<file path="src/rtl/cmp_pkg.sv">
// Shared definitions for the sequential magnitude comparator.
//   state_e     : controller states (IDLE / CMP / DONE)
//   RES_*       : encoding of the running compare result
//   num_chunks  : number of compare steps for a given operand and chunk width
package cmp_pkg;

  typedef enum logic [1:0] {
    IDLE = 2'b00,
    CMP  = 2'b01,
    DONE = 2'b10
  } state_e;

  // RES_EQ doubles as "equal so far" while the compare is in progress.
  localparam logic [1:0] RES_EQ = 2'b00;
  localparam logic [1:0] RES_LT = 2'b01;
  localparam logic [1:0] RES_GT = 2'b10;

  function automatic int unsigned num_chunks(input int unsigned width, input int unsigned chunk);
    return (width + chunk - 1) / chunk;
  endfunction

endpackage

</file>
<file path="src/rtl/chunk_compare.sv">
// Combinational unsigned compare of one chunk.
//   a_i, b_i : chunk operands
//   lt_o     : a_i < b_i
//   gt_o     : a_i > b_i
module chunk_compare #(
  parameter int unsigned Width = 3
) (
  input  logic [Width-1:0] a_i,
  input  logic [Width-1:0] b_i,
  output logic             lt_o,
  output logic             gt_o
);

  assign lt_o = (a_i < b_i);
  assign gt_o = (a_i > b_i);

endmodule

</file>
<file path="src/rtl/seq_magnitude_comparator.sv">
// Multi-cycle magnitude comparator. Operands arrive on a valid/ready handshake and are
// compared CHUNK bits per cycle, MSB chunk first; the one-hot result leaves on a second
// valid/ready handshake.
//   clk, rst               : clock, asynchronous active-high reset
//   in_valid / in_ready    : operand handshake (a, b, is_signed sampled on accept)
//   out_valid / out_ready  : result handshake
//   lesser/greater/equal   : one-hot result, all zero while out_valid is low
// Optional build macro SEQ_CMP_EARLY_EXIT_EN: finish as soon as a chunk differs instead of
// always walking all NCHUNK chunks.
module seq_magnitude_comparator
  import cmp_pkg::*;
#(
  parameter int unsigned WIDTH = 9,
  parameter int unsigned CHUNK = 3
) (
  input  logic             clk,
  input  logic             rst,
  input  logic             in_valid,
  output logic             in_ready,
  input  logic [WIDTH-1:0] a,
  input  logic [WIDTH-1:0] b,
  input  logic             is_signed,
  output logic             out_valid,
  input  logic             out_ready,
  output logic             lesser,
  output logic             greater,
  output logic             equal
);

  localparam int unsigned NCHUNK = num_chunks(WIDTH, CHUNK);
  localparam int unsigned PW     = NCHUNK * CHUNK;
  localparam int unsigned IW     = (NCHUNK > 1) ? $clog2(NCHUNK) : 1;

  state_e           state_q, state_d;
  logic [PW-1:0]    a_q, a_d;
  logic [PW-1:0]    b_q, b_d;
  logic [IW-1:0]    idx_q, idx_d;
  logic [1:0]       res_q, res_d;

  logic [CHUNK-1:0] a_chunk, b_chunk;
  logic             chunk_lt, chunk_gt;
  logic             accept;
  logic [WIDTH-1:0] sign_flip;

  assign accept = in_valid && in_ready;

  // Flipping the sign bit maps two's-complement order onto unsigned order.
  assign sign_flip = {is_signed, {(WIDTH - 1){1'b0}}};

  assign a_chunk = a_q[idx_q * CHUNK +: CHUNK];
  assign b_chunk = b_q[idx_q * CHUNK +: CHUNK];

  chunk_compare #(
    .Width (CHUNK)
  ) u_chunk_compare (
    .a_i  (a_chunk),
    .b_i  (b_chunk),
    .lt_o (chunk_lt),
    .gt_o (chunk_gt)
  );

  // State and datapath registers.
  always_ff @(posedge clk or posedge rst) begin
    if (rst) begin
      state_q <= IDLE;
      a_q     <= '0;
      b_q     <= '0;
      idx_q   <= '0;
      res_q   <= RES_EQ;
    end else begin
      state_q <= state_d;
      a_q     <= a_d;
      b_q     <= b_d;
      idx_q   <= idx_d;
      res_q   <= res_d;
    end
  end

  // Next-state logic.
  always_comb begin
    state_d = state_q;
    unique case (state_q)
      IDLE: if (accept) state_d = CMP;
      CMP: begin
`ifdef SEQ_CMP_EARLY_EXIT_EN
        if (idx_q == '0 || (res_q == RES_EQ && (chunk_lt || chunk_gt))) state_d = DONE;
`else
        if (idx_q == '0) state_d = DONE;
`endif
      end
      DONE: if (out_ready) state_d = IDLE;
      default: state_d = IDLE;
    endcase
  end

  // Datapath next-state.
  always_comb begin
    a_d   = a_q;
    b_d   = b_q;
    idx_d = idx_q;
    res_d = res_q;
    if (state_q == IDLE && accept) begin
      a_d   = PW'(a ^ sign_flip);
      b_d   = PW'(b ^ sign_flip);
      idx_d = IW'(NCHUNK - 1);
      res_d = RES_EQ;
    end else if (state_q == CMP) begin
      // First differing chunk decides; later chunks cannot override it.
      if (res_q == RES_EQ) begin
        if (chunk_lt) res_d = RES_LT;
        else if (chunk_gt) res_d = RES_GT;
      end
      if (idx_q != '0) idx_d = idx_q - 1'b1;
    end
  end

  // Outputs.
  always_comb begin
    in_ready  = (state_q == IDLE) && !rst;
    out_valid = (state_q == DONE);
    lesser    = out_valid && (res_q == RES_LT);
    greater   = out_valid && (res_q == RES_GT);
    equal     = out_valid && (res_q == RES_EQ);
  end

endmodule
</file>
<file path="config.mk">
export PLATFORM = sky130hd
export DESIGN_NAME = seq_magnitude_comparator
export DESIGN_NICKNAME = d
export VERILOG_FILES = /design/src/rtl/cmp_pkg.sv /design/src/rtl/chunk_compare.sv /design/src/rtl/seq_magnitude_comparator.sv
export SDC_FILE = /design/constraint.sdc
export NUM_CORES = 1
export LEC_CHECK = 0
export ABC_AREA = 1
export ABC_CLOCK_PERIOD_IN_PS = 5400
export CORE_ASPECT_RATIO = 1.25
export CORE_MARGIN = 3
export CORE_UTILIZATION = 40
export DETAILED_ROUTE_END_ITERATION = 12
export GPL_ROUTABILITY_DRIVEN = 0
export GPL_TIMING_DRIVEN = 0
export PLACE_DENSITY = 0.62
export SLEW_MARGIN = 5
export SYNTH_ARGS = -nofsm -noshare
export SYNTH_HDL_FRONTEND = slang
export SYNTH_HIERARCHICAL = 1
export SYNTH_SLANG_ARGS = --single-unit
</file>
<file path="constraint.sdc">
create_clock -name clk -period 5.4 [get_ports clk]
set_clock_uncertainty 0.15 [all_clocks]
set_input_delay 0.54 -clock clk [delete_from_list [all_inputs] [get_ports clk]]
set_output_delay 0.54 -clock clk [all_outputs]
set_load 0.01 [all_outputs]
</file>
Word level (Yosys, flattened, before mapping)
Index checks and enable logic that the tools add are counted.
{ "totals": {"regBits": 24, "elab_cells": 50, "out_inout_bits": 5} }
{ "op_classes": {"n_mul": 1, "n_shift": 2, "add_sub_neg": 1, "n_mux": 12, "bitwise_logic": 2, "n_reduce_logical": 18, "n_eq_ne": 7, "order_cmp": 2} }
{ "ops": {"columns": ["op", "count"], "rows": [
  ["2-bit 2-to-1 mux", 11],
  ["9-bit by 5-bit variable part select with 3-bit output", 2],
  ["9-bit XOR", 2],
  ["2-bit nonzero test", 4],
  ["1-bit logical AND", 6],
  ["2-bit zero test", 3],
  ["2-bit one-hot mux with 3 select lines", 1],
  ["3-bit AND reduction", 2],
  ["2-bit by 1-bit == test with 1-bit output (second input constant)", 2],
  ["2-bit == test (second input constant)", 2],
  ["2-bit by 2-bit multiplier with 4-bit output (second input constant)", 1],
  ["2-bit != test (second input constant)", 2],
  ["3-bit greater-than comparator", 1],
  ["3-bit less-than comparator", 1],
  ["3-bit nonzero test", 1],
  ["2-bit by 1-bit != test with 1-bit output (second input constant)", 1],
  ["2-bit AND reduction", 1],
  ["2-bit by 1-bit subtractor with 2-bit output (second input constant)", 1],
  ["1-bit zero test", 1]
]} }

Depth between registers and ports, before layout
{ "logic_depth": {"ltp_word": 8, "depth_mapped": 15, "depth_no_buf": 14} }

By module
Netlist, hierarchy kept.
{ "modules_own_cells": {"columns": ["module", "n_inst", "area_per_inst_um2", "cells_per_inst", "seq_area_each_um2"], "rows": [
  ["seq_magnitude_comparator", 1, 1163.6, 149, 600.6],
  ["chunk_compare", 1, 90.1, 15, 0.0]
]} }

Worst setup path before layout
No wires, ideal clock.
{ "synth_path": {"kind": "flip-flop to flip-flop", "start": "register idx_q[0]", "end": "register res_q[1]", "stages_incl_launch_ff": 16, "n_path_buf": 1, "arrival_ns": 1.695, "synth_period_minus_slack_ns": 1.963, "slack_ns": 3.437, "required_ns": 5.131, "path_cell_list": "dfrtp_1 inv_1 buf_4 nand3_1 o21ai_0 inv_1 ha_1 nand2_1 nor2_2 nor2_2 nor2_2 inv_1 nand2_1 nand3_1 nand3_1 nand2_1"} }
{ "synth_via": {"elab_chain_len": 7} }
{ "synth_rtl": {"columns": ["item", "line_no", "source"], "rows": [
  ["start, declared", "seq_magnitude_comparator.sv:37", "logic [IW-1:0] idx_q, idx_d;"],
  ["start signal, assigned", "seq_magnitude_comparator.sv:74", "idx_q <= idx_d;"],
  ["2-bit by 2-bit multiplier with 4-bit output (*)", "seq_magnitude_comparator.sv:51", "assign b_chunk = b_q[idx_q * CHUNK +: CHUNK];"],
  ["9-bit by 5-bit variable part select with 3-bit output (*)", "seq_magnitude_comparator.sv:51", null],
  ["named net b_chunk[2]", "seq_magnitude_comparator.sv:40", "logic [CHUNK-1:0] a_chunk, b_chunk;"],
  ["3-bit less-than comparator (*)", "chunk_compare.sv:14", "assign lt_o = (a_i < b_i);"],
  ["named net chunk_lt", "seq_magnitude_comparator.sv:41", "logic chunk_lt, chunk_gt;"],
  ["2-bit 2-to-1 mux", "seq_magnitude_comparator.sv:110", "if (chunk_lt) res_d = RES_LT;"],
  ["2-bit 2-to-1 mux", "seq_magnitude_comparator.sv:109", "if (res_q == RES_EQ) begin"],
  ["2-bit 2-to-1 mux", "seq_magnitude_comparator.sv:107", "end else if (state_q == CMP) begin"],
  ["2-bit 2-to-1 mux", "seq_magnitude_comparator.sv:102", "if (state_q == IDLE && accept) begin"],
  ["end signal, assigned", "seq_magnitude_comparator.sv:75", "res_q <= res_d;"],
  ["end, declared", "seq_magnitude_comparator.sv:38", "logic [1:0] res_q, res_d;"]
]} }
Mark *: on every way through the listed nets, which the timed path passes. The rest lies on a longest branch. The select of a mux whose other input is x is not followed.
A chain may end at the register's enable or synchronous reset.

Worst setup path after layout
{ "layout_path": {"start": "register state_q[0]", "end": "output equal"} }
{ "layout_via": {"elab_chain_len": 2} }
{ "layout_rtl": {"columns": ["item", "line_no", "source"], "rows": [
  ["start, declared", "seq_magnitude_comparator.sv:34", "state_e state_q, state_d;"],
  ["start signal, assigned", "seq_magnitude_comparator.sv:71", "state_q <= state_d;"],
  ["2-bit == test", "seq_magnitude_comparator.sv:120", "out_valid = (state_q == DONE);"],
  ["1-bit logical AND", "seq_magnitude_comparator.sv:123", "equal = out_valid && (res_q == RES_EQ);"],
  ["end, declared", "seq_magnitude_comparator.sv:27", "output logic equal"]
]} }
Every way passes these cells.

==> run summary <==
===============================================================================================
Status ........................................................................... finished clean
Final setup TNS ..................................................................         0 ns
Root buffer selected by CTS ...................................................... sky130_fd_sc_hd__clkbuf_4
Worst hold margin ................................................................    0.3489 ns
Global-route wire length before repair ...........................................     4.567 mm
Buffer depth of the longest clock path ...........................................            2
Final instance area ..............................................................     1605 um2
Number of antenna violations at the first check in global routing ................            0
Die Span Y .......................................................................     68.59 um
Transition time at the pin with the least slew margin ............................    0.9987 ns
Total standard cell area after synthesis .........................................     1254 um2
Required time of the critical path ...............................................      4.71 ns
Clock input transition at the sequential cells of the worst setup and hold paths .      0.14 ns
CTS tree .........................................................................         done
Total number of vias .............................................................         1106
1st-iter DRT viols ...............................................................           30
Slowest library cell on the worst path ........................................... sky130_fd_sc_hd__clkdlybuf4s50_1
Standby leakage power ............................................................ 0.0008176 uW
Total power draw .................................................................     861.6 uW
Via count of the first global-routing pass .......................................         1084
Largest net degree at the start of global routing ................................           26
Leftover overflow at the end of global routing ...................................            0
Buffer count from post-CTS setup fixing ..........................................            0
Clock buffer count from CTS ......................................................            3
Power per cell area .............................................................. 536.7 nW/um2
Number of iterations in the first detailed-routing pass ..........................            4
Net Count, Synth .................................................................          191
Number of nets with antenna violations after routing .............................            0
Relative slew margins ............................................................       33.35%
Number of different library cells in the post-synthesis netlist ..................           19
Setup-failing EPs final ..........................................................            0
Vias per std cell ................................................................        4.788
Hold Fails Final Rpt .............................................................            0
Post-Route WL ....................................................................     2.701 mm
Post-route minimum period ........................................................     2.405 ns
H-tree level count ...............................................................            1
Number of max-capacitance violations reported ....................................            0
Most frequent standard cell in the layout excluding fill and tap cells ........... sky130_fd_sc_hd__nand2_1
Crit-path cells .................................................................. inv_1, nand2_1, nor3_1, clkdlybuf4s50_1
Width of the chip ................................................................     56.08 um
I/O pin total ....................................................................           28
Fillers ..........................................................................          313
Number of resized instances in the post-cts repair step ..........................            0
Final critical-path share of the clock period ....................................       44.53%
Number of synthesis warnings .....................................................            6
Row count ........................................................................           22
Unrepaired setup endpoints after global routing ..................................        false
Worst Path Arrival ...............................................................      1.71 ns
Floorplan die area ...............................................................     3846 um2
Number of sinks handled by clock tree synthesis ..................................           24
Hold WC Path Type ................................................................      reg2reg
Worst IR Drop VDD ................................................................     225.1 uV
Layout overhead on the synthesized area ..........................................       28.04%
Critical path's largest stage delay ..............................................      0.57 ns
IO buf count .....................................................................           27
FF+latch count, synth ............................................................           24
Layout cell share with drive strength beyond 1 ...................................       7.692%
Worst setup path category ........................................................      reg2out
Number of max-slew violations in the final report ................................            0
Avg Synthesized Cell Area ........................................................    7.645 um2
Area of the core .................................................................     2973 um2
Clk Latency, worst-skew pair .....................................................      0.32 ns
CTS hold repair buffers ..........................................................            0
Count of nets after finishing ....................................................          223
Routed length per placed instance ................................................     11.69 um
Number of instances in the synthesized netlist ...................................          164
Share of the yosys chip area belonging to registers ..............................       47.90%
Highest attainable clock frequency ...............................................   0.4158 GHz
Setup crit end kind .............................................................. primary output
Overall global routing resource usage ............................................       15.55%
Final core occ ...................................................................       54.00%
CP Launch Type ...................................................................    flip-flop
Antenna diode count ..............................................................            0
Peak fanout along the critical path ..............................................            5
Initial core utilization .........................................................       42.17%
DRC violations left ..............................................................            0
Commonest cells after routing, fill and taps aside ............................... 64 x sky130_fd_sc_hd__nand2_1, 27 x sky130_fd_sc_hd__clkdlybuf4s50_1, 24 x sky130_fd_sc_hd__dfrtp_1
HPWL after DPL ...................................................................     2.047 mm
Post-DP Area .....................................................................     1569 um2
===============================================================================================
-- sequential cells by signal, indices dropped and copies added (netlist names) --
| register | count |
|---|---|
| idx_q | 2 |
| state_q | 2 |
| b_q | 9 |
| a_q | 9 |
| res_q | 2 |
-- cells in the mapped netlist --
cell type | n | area, um2
sky130_fd_sc_hd__nor2_2 | 4 | 25.02
sky130_fd_sc_hd__nand4_1 | 1 | 6.260
sky130_fd_sc_hd__inv_1 | 16 | 60.06
sky130_fd_sc_hd__inv_4 | 1 | 6.260
sky130_fd_sc_hd__o21ai_0 | 13 | 65.06
sky130_fd_sc_hd__dfrtp_1 | 24 | 600.6
sky130_fd_sc_hd__a21oi_1 | 1 | 5.000
sky130_fd_sc_hd__nor3_1 | 2 | 10.01
sky130_fd_sc_hd__buf_6 | 1 | 11.26
sky130_fd_sc_hd__nor2_1 | 12 | 45.04
sky130_fd_sc_hd__o21ai_1 | 1 | 5.000
sky130_fd_sc_hd__nand3_4 | 1 | 17.52
sky130_fd_sc_hd__buf_4 | 1 | 7.510
sky130_fd_sc_hd__buf_2 | 3 | 15.01
sky130_fd_sc_hd__xnor2_1 | 2 | 17.52
sky130_fd_sc_hd__nand3_1 | 12 | 60.06
sky130_fd_sc_hd__ha_1 | 4 | 50.05
sky130_fd_sc_hd__o22ai_1 | 1 | 6.260
sky130_fd_sc_hd__nand2_1 | 64 | 240.2
-- routing by layer --
metal | GRT usage [%] | part of all wire [%]
met5 | 0 | 0
met3 | 1.862 | 3.7
met2 | 29.24 | 51
met4 | 9.199 | 1.5
met1 | 16.96 | 44
-- area by class of cell --
cell class | count | area [um2] | area share (%)
flip-flops and latches | 24 | 600.6 | 37.41
multi-input cells | 118 | 553.0 | 34.45
repair buffers | 27 | 270.3 | 16.84
inverters | 17 | 66.31 | 4.131
well taps | 36 | 45.04 | 2.806
clock buffers | 4 | 36.28 | 2.260
plain buffers | 5 | 33.78 | 2.104
-- critical path: cells and delay by family, from the launching register on --
| kind | cells | cell delay, ns |
|---|---|---|
| flip-flops | 1 | 0.43 |
| buffers and inverters | 2 | 0.67 |
| AND/OR/NAND/NOR | 2 | 0.29 |
-- final timing paths --
path                            startpoint  endpoint  slack, ns  depth (start not counted)
worst max-delay path            state_q[0]     equal       3.00                          4
worst min-delay path                a_q[2]    a_q[2]       0.35                          2
worst max register to register    idx_q[0]  res_q[1]       3.19                         15
worst min register to register      a_q[2]    a_q[2]       0.35                          2
max in group asynchronous              rst    a_q[3]       3.89                          2
min in group asynchronous              rst  res_q[1]       0.61                          2
-- cell families (layout without fill, tap and decap cells) --
logic type	after synthesis	in the layout	share of synthesized area (%)
and+or+nand+nor	96	96	32.24
xor gates and xnor gates	2	2	1.397
DFF	24	24	47.90
AOI/OAI and AO/OA	16	16	6.486
adders and majority gates	4	4	3.992
buffers and inverters	22	53	7.984
-- through the flow --
step | worst slack, ns | std cells
floorplan | 3.437 | 164
global placement | 2.738 | 227
detailed placement | 2.691 | 227
CTS | 2.967 | 231
global route | 2.884 | 231
finish | 2.995 | 231
-- power breakdown --
part	total (uW)	internal, uW	switching [uW]
logic	443	182	261
clock network	98.7	41.3	57.5
registers	320	262	57.5
Power figures use the tool's default switching activity.
==> edit 1 (same settings) <==
Build with the macro `SEQ_CMP_EARLY_EXIT_EN` defined.
--- a/src/rtl/seq_magnitude_comparator.sv
+++ b/src/rtl/seq_magnitude_comparator.sv
@@ -7,6 +7,8 @@
 //   lesser/greater/equal   : one-hot result, all zero while out_valid is low
 // Optional build macro SEQ_CMP_EARLY_EXIT_EN: finish as soon as a chunk differs instead of
 // always walking all NCHUNK chunks.
+`define SEQ_CMP_EARLY_EXIT_EN
+
 module seq_magnitude_comparator
   import cmp_pkg::*;
 #(
Behaviour: not the same (a bounded check fails within 4 cycles, from zero or initial values and one cycle with rst high).
==> edit 1 against the unedited design <==
Sequential cell count unchanged; via count hardly changed; count of clock-buffer cells in the layout did not move; final area rose by 2.7%; global-route usage is 0.57 points lower; area after synthesis up 3.5%; combinational power up 8.1%; power increased by 4.0%; setup slack improved by 0.032 ns; critical path depth unchanged; clock power down 5.2%; wire length decreased by 3.1%; worst hold slack improved by 0.0084 ns; largest power group unchanged; highest routed layer unchanged.
==> edit 1: results (changes against the unedited design) <==
Clock network
  • Post-CTS setup buffers: 0 (unchanged)
  • Maximum clock path buffer count: 2 (unchanged)
  • Root buffer cell: clkbuf_4

Yosys
  • Sequential cell area fraction in the yosys report: 46.3% (-1.6 points)
  • Syn_nets: 193 (+1.0%)
  • Synth top area cells: dfrtp_1 46%, inv_1 9.5%, nand2_1 8.1%
  • Syn. warnings: 6 (unchanged)
  • Synth cell count leaders: 33 x inv_1, 28 x nand2_1, 24 x dfrtp_1
  • Synth Instances: 166 (+1.2%)
  • Synth cell types: 17 (-2)

Global route
  • Tot GR Track Use: 15.0% (-0.57 points)
  • Global-route wire length before repair: 4740 µm (+3.8%)
  • Largest net degree at the start of global routing: 26 (unchanged)
  • Vias in the first global route: 1,133 (+4.5%)

Timing
  • Worst Slack Setup Final: 3.03 ns (+0.0323 ns)
  • Worst Hold Margin: 0.357 ns (+0.00843 ns)
  • Slew at the pin closest to its max-slew limit: 0.958 ns (-0.0404 ns)

Power and ir drop
  • P_leak: 0.840 nW (+2.7%)
  • VDD IR max: 258 µV (+14%)

Placement
  • Dpl ws: 2.73 ns (+0.0388 ns)
  • Placed cell areas: 1610 µm² (+2.8%)
  • Dpl hpwl: 2110 µm (+2.9%)

Finish
  • Layout cell share with drive strength beyond 1: 8.12% (+0.43 points)
  • Post-layout util: 54.5% (+0.46 points)
  • Final non-filler cell total: 233 (+0.87%)
  • Number of fill cells: 308 (-1.6%)

Drt
  • Detailed Routing Iterations Pass 1: 5 (+1)
  • Starting DRT DRC Count: 30 (unchanged)
  • Routed WL: 2620 µm (-3.1%)
  • Vias: 1,107 (+0.090%)

Worst setup path
  • Flop2flop setup slack: 3.13 ns (-0.06 ns)

Min path
  • Hold path start: b_q[8]

Run status
  • Status: finished clean
## edit 1: worst reg2reg max path, stage by stage (launching register included)
cell and delay, ns:
dfrtp_1 0.44, inv_1 0.14, buf_4 0.19, nand3_1 0.07
o21ai_0 0.08, inv_1 0.06, ha_1 0.29, nand2_1 0.08
nand2_1 0.06, nor2_2 0.16, inv_1 0.07, nand2_1 0.08
nand2_1 0.07, nor2_1 0.14, nand3_1 0.09, nand2_1 0.07
## edit 1: cell families after synthesis
| logic type | synth area share (%) |
|---|---|
| AOI/OAI and AO/OA | 13.5 |
| xor gates and xnor gates | 1.35 |
| adders and majority gates | 3.86 |
| buffers and inverters | 13.3 |
| DFF | 46.3 |
| and+or+nand+nor | 21.7 |
## edit 1: layout make-up
cell class / instances / share of cell area [%]
plain buffers: 5 / 2.96
well taps: 36 / 2.73
clock buffers: 4 / 2.20
multi-input cells: 104 / 31.8
repair buffers: 27 / 16.4
inverters: 33 / 7.51
flip-flops and latches: 24 / 36.4
## edit 1: final timing paths
check	end
min in group asynchronous	state_q[0]
worst min-delay path	b_q[8]
worst max register to register	res_q[0]
max in group asynchronous	b_q[7]
worst min register to register	b_q[8]
worst max-delay path	greater
## edit 1: power breakdown
| group | switching, mW | internal, mW | total (mW) |
|---|---|---|---|
| clock | 0.0523 | 0.0412 | 0.0936 |
| sequential | 0.0593 | 0.264 | 0.324 |
| combinational | 0.278 | 0.201 | 0.479 |
| total | 0.390 | 0.506 | 0.896 |
## edit 1: metal layers
layer / global-route usage, % / up-vias / wire length [µm] / part of all wire (%)
met3: 2.23 / 6 / 90 / 3.4
met4: 6.96 / 0 / 45 / 1.7
met2: 26.2 / 23 / 1390 / 53
li1: - / 575 / - / -
met5: 0 / - / 0 / 0
met1: 17.5 / 503 / 1090 / 42
==> edit 2 (config.mk and constraints unchanged) <==
Made on the original files. Reset style: synchronous (`rst`), changed in one clocked block. Comments in the files are not updated.
--- a/src/rtl/seq_magnitude_comparator.sv
+++ b/src/rtl/seq_magnitude_comparator.sv
@@ -60,7 +60,7 @@
   );
 
   // State and datapath registers.
-  always_ff @(posedge clk or posedge rst) begin
+  always_ff @(posedge clk) begin
     if (rst) begin
       state_q <= IDLE;
       a_q     <= '0;
Function: differs if rst is asserted again (counterexample within 10 cycles, from zero or initial values and one cycle with rst high); with rst held inactive, the same outputs for 10 cycles.
==> edit 2 against the unedited design <==
Critical path type is now in -> out; non-clock buffer count grew 1; wire length shrank 5.6%; final area grew 0.16%; area after synthesis grew 0.20%; first-iteration DRC count shrank 13%; worst hold slack lost 0.0076 ns; sequential cell count is the same; setup slack lost 0.072 ns; synthesized cell count grew 20%.
Power is not compared: it rests on default switching activity, and its combinational part moved more than twofold at a synthesized area within 25%.
==> edit 2: results (changes against the unedited design) <==
Drt
  • Wirelength per Cell: 9.70 µm (-17%)
  • DR WL met3: 94 µm (-5.1%)
  • Starting DRT DRC Count: 26 (-13%)
  • Top sig layer: met4
  • Detailed Routing Iterations Pass 1: 4 (unchanged)
  • Vias per inst: 4.45 (-7.0%)
  • Met1 wire length: 1210 µm (+2.4%)
  • WL met2: 1200 µm (-13%)

Global route
  • Largest net degree at the start of global routing: 14 (-46%)
  • Tot GR Track Use: 14.5% (-1.1 points)
  • Vias in the first global route: 1,087 (+0.28%)
  • Global-route wire length before repair: 4410 µm (-3.5%)

Yosys
  • Synth cell count leaders: 55 x nand2_1, 39 x nor2_1, 35 x inv_1
  • Synth cell types: 19 (unchanged)
  • XOR/XNOR share of the synthesized area: 0.697% (-0.70 points)
  • Post-synthesis adder-cell area fraction: 2.99% (-1.0 points)
  • Post-synthesis mux area share: 0% (unchanged)
  • Sequential cell area fraction in the yosys report: 38.2% (-9.7 points)
  • Synth top area cells: dfxtp_1 38%, nand2_1 16%, nor2_1 12%
  • Syn_nets: 222 (+16%)
  • Most common flop cell mapped by yosys: dfxtp_1
  • Syn Area/Cell: 6.41 µm² (-16%)
  • Async SR Flop Fraction: 0% (-100 points)
  • Compound-Gate Fraction of Synth Area: 9.86% (+3.4 points)

Min path
  • Hold path start: a_q[8]
  • WHS Endpoint: a_q[8]
  • Hold path cells: 2 (unchanged)

Worst setup path
  • R2R Path End: res_q[1]
  • Reg2reg start: idx_q[1]
  • Flop2flop setup slack: 3.30 ns (+0.11 ns)
  • Crit path max fanout: 6 (+1)

Clock network
  • Post-cts resize count: 0 (unchanged)
  • Maximum clock path buffer count: 2 (unchanged)
  • Clk slew on worst S/H paths: 0.13 ns

Finish
  • Antenna diodes: 0 (unchanged)
  • Layout Nets: 254 (+14%)
  • Final non-filler cell total: 263 (+14%)
  • Layout cell share with drive strength beyond 1: 7.05% (-0.64 points)

Timing
  • Max-slew headroom: 82.4% (+49 points)

Run status
  • Status: finished clean

Placement
  • Post-placement cell count: 259 (+14%)
  • Dpl hpwl: 1950 µm (-4.8%)
==> edit 2: cell count changes after synthesis, moves of 9 or more <==
cell,change
dfrtp_1,-24
inv_1,+19
nor2_1,+27
dfxtp_1,+24
nand3_1,-12
nand2_1,-9
==> edit 2: per-layer routing <==
layer	track usage [%]	vias to the layer above
li1	-	647
met1	16.3	500
met2	27.2	19
met3	1.86	5
met4	6.82	0
met5	0	-
==> edit 2: power by group through the flow <==
stage	clock network (mW)	logic, mW	registers (mW)
detailed placement	0	0.0964	0.199
CTS	0.100	0.0969	0.195
finish	0.0960	0.0950	0.194
global route	0.108	0.110	0.196
global placement	0	0.0947	0.198
floorplan	0	0.0643	0.197
==> edit 2: critical path, stage by stage <==
cell and delay [ns]:
clkdlybuf4s50_1 0.50, nor3_1 0.18, clkdlybuf4s50_1 0.56
==> edit 2: metrics by stage <==
step / worst slack [ns] / instance area [µm²] / hold WS, ns
after floorplan: 3.52 / 1260 / 0.283
after global placement: 2.93 / 1570 / 0.312
after detailed placement: 2.92 / 1570 / 0.323
after CTS: 2.92 / 1610 / 0.344
after global routing: 2.83 / 1610 / 0.373
final: 2.92 / 1610 / 0.341
==> edit 2: how the worst max path moves through the flow <==
stage	from	to	slack, ns	depth (start not counted)
after floorplan	idx_q[1]	res_q[1]	3.52	15
final	rst	in_ready	2.92	3
after CTS	rst	in_ready	2.92	3
after detailed placement	rst	in_ready	2.92	3
after global routing	rst	in_ready	2.83	3
after global placement	rst	in_ready	2.93	3
==> edit 2: cell type report <==
class	instances	area, µm²
fillers	307	1370
multi-input cells	130	592
flip-flops and latches	24	480
repair buffers	27	270
inverters	36	135
plain buffers	6	48.8
well taps	36	45.0
clock buffers	4	36.3
